--- src/rtl/mult_pkg.sv ---
// Shared types and constants for the sequential shift-add multiplier.
package mult_pkg;

   localparam int unsigned MULT_WIDTH = 64;

   typedef enum logic [1:0] {
      IDLE = 2'd0,
      RUN  = 2'd1,
      DONE = 2'd2
   } mult_state_t;

endpackage : mult_pkg

--- src/rtl/mult_datapath.sv ---
// Operand register, 2*WIDTH accumulator and carry-out adder for the shift-add multiplier.
// Optional macro MULT_HIGH_EN: registers the upper half of the product on prod_hi.
module mult_datapath
   import mult_pkg::*;
#(
   parameter int unsigned WIDTH = MULT_WIDTH
) (
   input  logic             clk,
   input  logic             reset,
   input  logic             load,
   input  logic             step,
   input  logic             last,
   input  logic [WIDTH-1:0] a,
   input  logic [WIDTH-1:0] b,
   output logic [WIDTH-1:0] prod_lo,
   output logic [WIDTH-1:0] prod_hi
);

   logic [WIDTH-1:0]   mcand;
   logic [2*WIDTH-1:0] acc;
   logic [2*WIDTH-1:0] acc_next_c;
   logic [WIDTH:0]     sum_c;

   // Upper-half add with carry-out, then shift the whole accumulator right by one.
   always_comb begin
      sum_c      = {1'b0, acc[2*WIDTH-1:WIDTH]} + {1'b0, mcand};
      acc_next_c = {1'b0, acc[2*WIDTH-1:WIDTH], acc[WIDTH-1:1]};
      if (acc[0]) begin
         acc_next_c = {sum_c, acc[WIDTH-1:1]};
      end
   end

   // Multiplicand and accumulator: load captures operands, step iterates.
   always_ff @(posedge clk or negedge reset) begin
      if (!reset) begin
         mcand <= '0;
         acc   <= '0;
      end else if (load) begin
         mcand <= a;
         acc   <= {{WIDTH{1'b0}}, b};
      end else if (step) begin
         acc   <= acc_next_c;
      end
   end

   // Low half of the result, captured on the final iteration and held afterwards.
   always_ff @(posedge clk or negedge reset) begin
      if (!reset) begin
         prod_lo <= '0;
      end else if (last) begin
         prod_lo <= acc_next_c[WIDTH-1:0];
      end
   end

`ifdef MULT_HIGH_EN
   // High half of the result, captured alongside the low half.
   always_ff @(posedge clk or negedge reset) begin
      if (!reset) begin
         prod_hi <= '0;
      end else if (last) begin
         prod_hi <= acc_next_c[2*WIDTH-1:WIDTH];
      end
   end
`else
   assign prod_hi = '0;
`endif

endmodule : mult_datapath

--- src/rtl/seq_multiplier.sv ---
// Sequential unsigned multiplier: controller FSM plus iteration counter, fixed WIDTH-cycle latency.
// Optional macro MULT_HIGH_EN: enables the upper product half on prod_hi (otherwise tied to 0).
module seq_multiplier
   import mult_pkg::*;
#(
   parameter int unsigned WIDTH = MULT_WIDTH
) (
   input  logic             clk,
   input  logic             reset,
   input  logic             start,
   input  logic [WIDTH-1:0] a,
   input  logic [WIDTH-1:0] b,
   output logic             busy,
   output logic             done,
   output logic [WIDTH-1:0] prod_lo,
   output logic [WIDTH-1:0] prod_hi
);

   localparam int unsigned CW = $clog2(WIDTH) + 1;

   mult_state_t   state, state_next;
   logic [CW-1:0] cnt, cnt_next;
   logic          busy_next, done_next;
   logic          load_c, step_c, last_c;

   // State, counter and registered status outputs.
   always_ff @(posedge clk or negedge reset) begin
      if (!reset) begin
         state <= IDLE;
         cnt   <= '0;
         busy  <= 1'b0;
         done  <= 1'b0;
      end else begin
         state <= state_next;
         cnt   <= cnt_next;
         busy  <= busy_next;
         done  <= done_next;
      end
   end

   // Next-state, counter and datapath control.
   always_comb begin
      state_next = state;
      cnt_next   = cnt;
      busy_next  = 1'b0;
      done_next  = 1'b0;
      load_c     = 1'b0;
      step_c     = 1'b0;
      last_c     = 1'b0;
      case (state)
         IDLE, DONE: begin
            state_next = IDLE;
            if (start) begin
               load_c     = 1'b1;
               state_next = RUN;
               cnt_next   = '0;
               busy_next  = 1'b1;
            end
         end
         RUN: begin
            step_c = 1'b1;
            if (cnt == CW'(WIDTH - 1)) begin
               last_c     = 1'b1;
               state_next = DONE;
               cnt_next   = '0;
               done_next  = 1'b1;
            end else begin
               cnt_next  = cnt + CW'(1);
               busy_next = 1'b1;
            end
         end
         default: begin
            state_next = IDLE;
            cnt_next   = '0;
         end
      endcase
   end

   mult_datapath #(
      .WIDTH (WIDTH)
   ) u_datapath (
      .clk     (clk),
      .reset   (reset),
      .load    (load_c),
      .step    (step_c),
      .last    (last_c),
      .a       (a),
      .b       (b),
      .prod_lo (prod_lo),
      .prod_hi (prod_hi)
   );

endmodule : seq_multiplier

--- config.mk ---
export PLATFORM = sky130hd
export DESIGN_NAME = seq_multiplier
export DESIGN_NICKNAME = d
export VERILOG_FILES = /design/src/rtl/mult_pkg.sv /design/src/rtl/mult_datapath.sv /design/src/rtl/seq_multiplier.sv
export SDC_FILE = /design/constraint.sdc
export NUM_CORES = 1
export LEC_CHECK = 0
export BUFFER_PORTS_ARGS = -buffer_cell sky130_fd_sc_hd__buf_2
export CAP_MARGIN = 10
export CORE_ASPECT_RATIO = 0.6
export CORE_MARGIN = 1
export CORE_UTILIZATION = 40
export CTS_CLUSTER_DIAMETER = 30
export DETAILED_ROUTE_END_ITERATION = 7
export SETUP_SLACK_MARGIN = 0.3
export SLEW_MARGIN = 20
export SYNTH_ARGS = -nofsm -noshare
export SYNTH_HDL_FRONTEND = slang
export SYNTH_SLANG_ARGS = --single-unit
--- constraint.sdc ---
create_clock -name clk -period 5.95 [get_ports clk]
set_input_delay 0.8925 -clock clk [delete_from_list [all_inputs] [get_ports clk]]
set_output_delay 0.8925 -clock clk [all_outputs]
set_load 0.01 [all_outputs]
### Word-level counts from Yosys, hierarchy flattened

Cells that the tools add are included.

| cells by class | value |
|---|---|
| add/sub/neg operators | 2 |
| equality and inequality tests | 5 |
| mux-type cells | 16 |
| reduce and logical (&&, ||, !) cells | 3 |

Operators by type and width:

| cell | number |
|---|---|
| 128-bit 2-to-1 mux | 3 |
| 64-bit by 64-bit adder with 65-bit output | 1 |
| 7-bit 2-to-1 mux | 2 |
| 7-bit case mux with 2 select lines | 1 |
| 7-bit by 1-bit adder with 7-bit output (second input constant) | 1 |
| 7-bit by 6-bit equality test with 1-bit output (second input constant) | 1 |
| 1-bit 2-to-1 mux | 7 |
| 2-bit inequality test (second input constant) | 2 |
| 2-bit case mux with 2 select lines | 1 |
| 2-bit by 1-bit equality test with 1-bit output (second input constant) | 1 |
| 2-bit equality test (second input constant) | 1 |
| 2-bit zero test | 1 |
| 2-bit 2-to-1 mux | 1 |
| 1-bit case mux with 2 select lines | 1 |
| 2-bit nonzero test | 1 |
| 2-bit OR reduction | 1 |

| word-level totals | value |
|---|---|
| flip-flop bits (word level) | 267 |
| bits of input ports | 131 |
| output and inout bits | 130 |
| logic and storage cells | 33 |

### Depth between registers and ports, before layout

| depth | value |
|---|---|
| depth in word-level cells | 4 |
| gate-level depth with buffers | 12 |
| gate-level depth less buffers | 12 |

### Cells and area by module

Synthesis repeated with hierarchy kept, for this count alone.

| second synthesis, totals | value |
|---|---|
| cells, all modules | 1502 |
| area total of the unflattened synthesis | 15312.2 um2 |

Modules (own cells, without submodules):

| module | instances | cells an instance | area an instance (um2) | sequential area each (um2) |
|---|---|---|---|---|
| mult_datapath | 1 | 1457 | 14815.5 | 6406.1 |
| seq_multiplier | 1 | 45 | 496.7 | 275.3 |

### Worst setup path after synthesis

No wires, ideal clock.

| path | value |
|---|---|
| path type | reg-to-reg |
| from | register u_datapath.acc[64] |
| to | register u_datapath.acc[125] |
| library setup time | 0.129 ns |
| data arrival time | 2.944 ns |
| data required time | 5.821 ns |
| path slack | 2.877 ns |
| stages on the path, launching flop included | 13 |
| buffers on the path | 0 |
| period minus slack after synthesis | 3.073 ns |
| path through | dfrtp_1 ha_1 fa_1 a211oi_1 o21ai_2 o221ai_2 a2111oi_2 o311ai_1 a21oi_1 a41o_1 a41oi_1 xor2_1 o21ai_1 |

| on the way | value |
|---|---|
| word-level cells in the longest chain between the ends | 4 |

Ends and longest elaborated chain:

| what | RTL line | source |
|---|---|---|
| start: declaration | mult_datapath.sv:20 | `logic [2*WIDTH-1:0] acc;` |
| start signal: assignment | mult_datapath.sv:40 | `acc <= {{WIDTH{1'b0}}, b};` |
| start signal: assignment | mult_datapath.sv:42 | `acc <= acc_next_c;` |
| 64-bit by 64-bit adder with 65-bit output | mult_datapath.sv:26 | `sum_c = {1'b0, acc[2*WIDTH-1:WIDTH]} + {1'b0, mcand};` |
| 128-bit 2-to-1 mux | mult_datapath.sv:28 | `if (acc[0]) begin` |
| 128-bit 2-to-1 mux | mult_datapath.sv:41 | `end else if (step) begin` |
| 128-bit 2-to-1 mux | mult_datapath.sv:38 | `end else if (load) begin` |

Every way passes these cells. The select of a mux whose other input is x is not followed.
A chain may end at the register's enable or synchronous reset.

### Worst setup path in the final report

Ends and elaborated chain as after synthesis.

==> impl_metrics.csv <==
group,metric,value,unit
sta,hold_viol,0,
clocking,cts-buffers-inserted,50,
detailed_routing,num_vias,12400,
detailed_routing,wl_met2,17.2,mm
worst_setup_path,required,6.37,ns
sta,slew_headroom,33.1,%
clocking,cts_num_sinks,267,
detailed_routing,wl_per_cell,17.1,µm
grt,grt_pass1_vias,11900,
detailed_routing,dr.pass1.iters,6,
sta,setup_viol,0,
pwr,powerDensity,562,nW/µm²
detailed_routing,drc,0,
worst_setup_path,critPathMaxStageDelay,0.51,ns
sta,fin_worst_skew,0.0214,ns
yosys,ys_warn_count,0,
min_path,hold_class,"input pin to asynchronous set/reset pin",
placed_design,dp_cells,2267,
clocking,cts.repair_timing.setup_buffer_count,0,
yosys,synth-seq-cells,267,
worst_setup_path,cp.buffers_inverters,0,
yosys,yosysSeqAreaShare,44.8,%
grt,antenna_found_initial,1,
pwr,max-vdd-ir-drop,283,µV
yosys,syn_inst,1642,
worst_setup_path,cp.arrival,4.17,ns
clocking,cts_buffer_depth,3,
detailed_routing,vias_per_cell,5.23,
worst_setup_path,path_delay_family,"compound AO/OA/AOI/OAI gates",
detailed_routing,met3_length,2.11,mm
outcome,status,"complete, no violations",
placed_design,gp_congestion,0.901,
cells_and_area,multi_input_area,7580,µm²
clocking,post_cts_resized,0,
clocking,cts_tree,"yes",
worst_setup_path,crit_slowest_cell,"o311ai_1",
worst_setup_path,cp-end-kind,"register",
detailed_routing,wirelength,40.5,mm
floorplan,dieWidth,251,µm
clocking,clock_latency,0.57,ns
floorplan,core,36600,µm²
worst_setup_path,crit_type,"register to register",
pwr,p_leak,8.54,nW
sta,fmax,267,MHz
worst_setup_path,reg2reg_slack,2.20,ns
sta,rsz0062_at_grt,"false",
cells_and_area,stdcell_count,2363,
yosys,synth_edf_count,0,
sta,tns,0,ns
run,maxCapViolCount,0,
cells_and_area,nNetsFinal,2014,
clocking,htree_levels,2,
detailed_routing,met1_length,20.6,mm
grt,grt_first_pass_wirelength,64.1,mm
floorplan,std_cell_rows,54,
worst_setup_path,crit_path_start_kind,"register",
yosys,synth_flop_cell,"dfrtp_1",
detailed_routing,ant_nets,0,
floorplan,die-height,152,µm
clocking,cts_hold_buffers,0,
placed_design,hpwl,27.6,mm
yosys,ys_types,69,
cells_and_area,drive_gt1_share,20.8,%
yosys,syn-cell-area,14900,µm²
sta,finalCritPeriodShare,63.0,%
floorplan,die-area,38100,µm²
yosys,synthArstFlopShare,100,%
sta,period_minus_slack,3.75,ns
detailed_routing,highest_layer,"met5",
yosys,avgSynthCellArea,9.09,µm²
grt,grt_max_degree,170,
floorplan,initial_core_util,40.8,%
cells_and_area,nFillCells,3505,
floorplan,boundaryPins,261,
cells_and_area,synthToLayoutAreaGrowth,19.9,%
grt,grt_usage,21.0,%
placed_design,port_buffers,196,
sta,maxSlewViolCount,0,
cells_and_area,seqCellArea,6680,µm²
detailed_routing,drtIter0Drc,912,
worst_setup_path,path_cells,"ha_1 -> fa_1 -> a211oi_1 -> o21ai_2 -> o221ai_2 -> a2111oi_2 -> o311ai_1 -> a21oi_1 -> a41o_1 -> a41oi_1 -> xor2_1 -> o21ai_1",
clocking,path_clk_slew,0.06,ns
sta,tightest_slew,1.00,ns
worst_setup_path,cp_max_fo,4,
clocking,cts_root_buf,"clkbuf_16",
grt,overflow,0,
[layout make-up]
type	instances	area share [%]
clock inverters	35	2.62
well taps	504	3.52
flip-flops and latches	267	37.3
diodes	1	0.0140
clock buffers	58	7.38
repair buffers	210	6.42
inverters	15	0.315
multi-input cells	1273	42.4
[metrics by stage]
stage / hold slack (ns) / utilization, % / area, µm² / worst slack [ns] / power, mW
floorplan: 0.447 / - / 15200 / 2.88 / 6.03
global placement: 0.471 / 43.9 / 16000 / 2.24 / 6.95
detailed placement: 0.473 / 43.9 / 16000 / 2.26 / 7.02
CTS: 0.385 / 48.8 / 17800 / 2.24 / 10.1
global route: 0.418 / 48.9 / 17900 / 1.95 / 10.8
finish: 0.365 / 49.0 / 17900 / 2.20 / 10.1
[where the power goes]
group,switching [mW],internal (mW)
clock network,1.03,1.96
registers,0.541,2.46
logic,2.43,1.64
total,4.00,6.06
[cell usage in the layout (no fill, tap or decap), drive strengths merged, types with 17 or more instances in the layout]
cell type / synthesis / layout
a21o: 30 / 30
a21oi: 100 / 100
a22oi: 58 / 58
a31oi: 42 / 42
buf: 83 / 210
clkbuf: 67 / 58
conb: 1 / 64
dfrtp: 267 / 267
ha: 65 / 65
inv: 15 / 23
mux2: 63 / 63
mux2i: 24 / 24
nand2: 421 / 421
nand4: 17 / 17
nor2: 76 / 76
o21ai: 115 / 115
xnor2: 29 / 29
xor2: 27 / 27
[logic make-up after synthesis]
logic type | Yosys count | synth area share [%]
AOI/OAI and AO/OA | 411 | 17.4
xor gates and xnor gates | 56 | 3.29
adders and majority gates | 66 | 5.58
buffers and inverters | 165 | 6.23
DFF | 267 | 44.8
muxes | 87 | 6.36
other | 1 | 0.0251
and+or+nand+nor | 589 | 16.3
[per-layer routing]
layer  vias up  global-route usage [%]
met5         -                       0
met4         2                    5.12
met3        42                    4.19
met2       297                    30.5
met1      6033                    31.8
li1       5988                       -
[final timing paths]
path                                      from                     end  cells past startpoint
min reg2reg                u_datapath.mcand[5]     u_datapath.mcand[5]                      2
max in group asynchronous                reset  u_datapath.prod_lo[52]                      3
max reg2reg                 u_datapath.acc[64]     u_datapath.acc[125]                     12
max                         u_datapath.acc[64]     u_datapath.acc[125]                     12
min in group clk           u_datapath.mcand[5]     u_datapath.mcand[5]                      2
min                                      reset    u_datapath.mcand[19]                      1
[synth_stat cells, types with 14 or more instances]
cell type / n / area share, %
nand4_1: 17 / 0.71
mux2i_1: 24 / 1.6
clkbuf_1: 65 / 1.6
mux2_2: 63 / 4.8
a22oi_1: 58 / 2.9
a21oi_1: 100 / 3.4
nor2_1: 76 / 1.9
xor2_1: 27 / 1.6
inv_1: 15 / 0.38
a21o_1: 28 / 1.4
ha_1: 65 / 5.5
a31oi_1: 42 / 1.8
o21ai_0: 111 / 3.7
buf_4: 68 / 3.4
dfrtp_1: 267 / 45
nand2b_1: 14 / 0.59
nand2_1: 420 / 11
nor3_1: 14 / 0.47
xnor2_1: 29 / 1.7
[sequential cells by signal, indices dropped and copies added, names as in the netlist]
register	flops
done	1
busy	1
u_datapath.prod_lo	64
u_datapath.acc	128
cnt	7
u_datapath.mcand	64
state	2
Power figures use the tool's default switching activity.
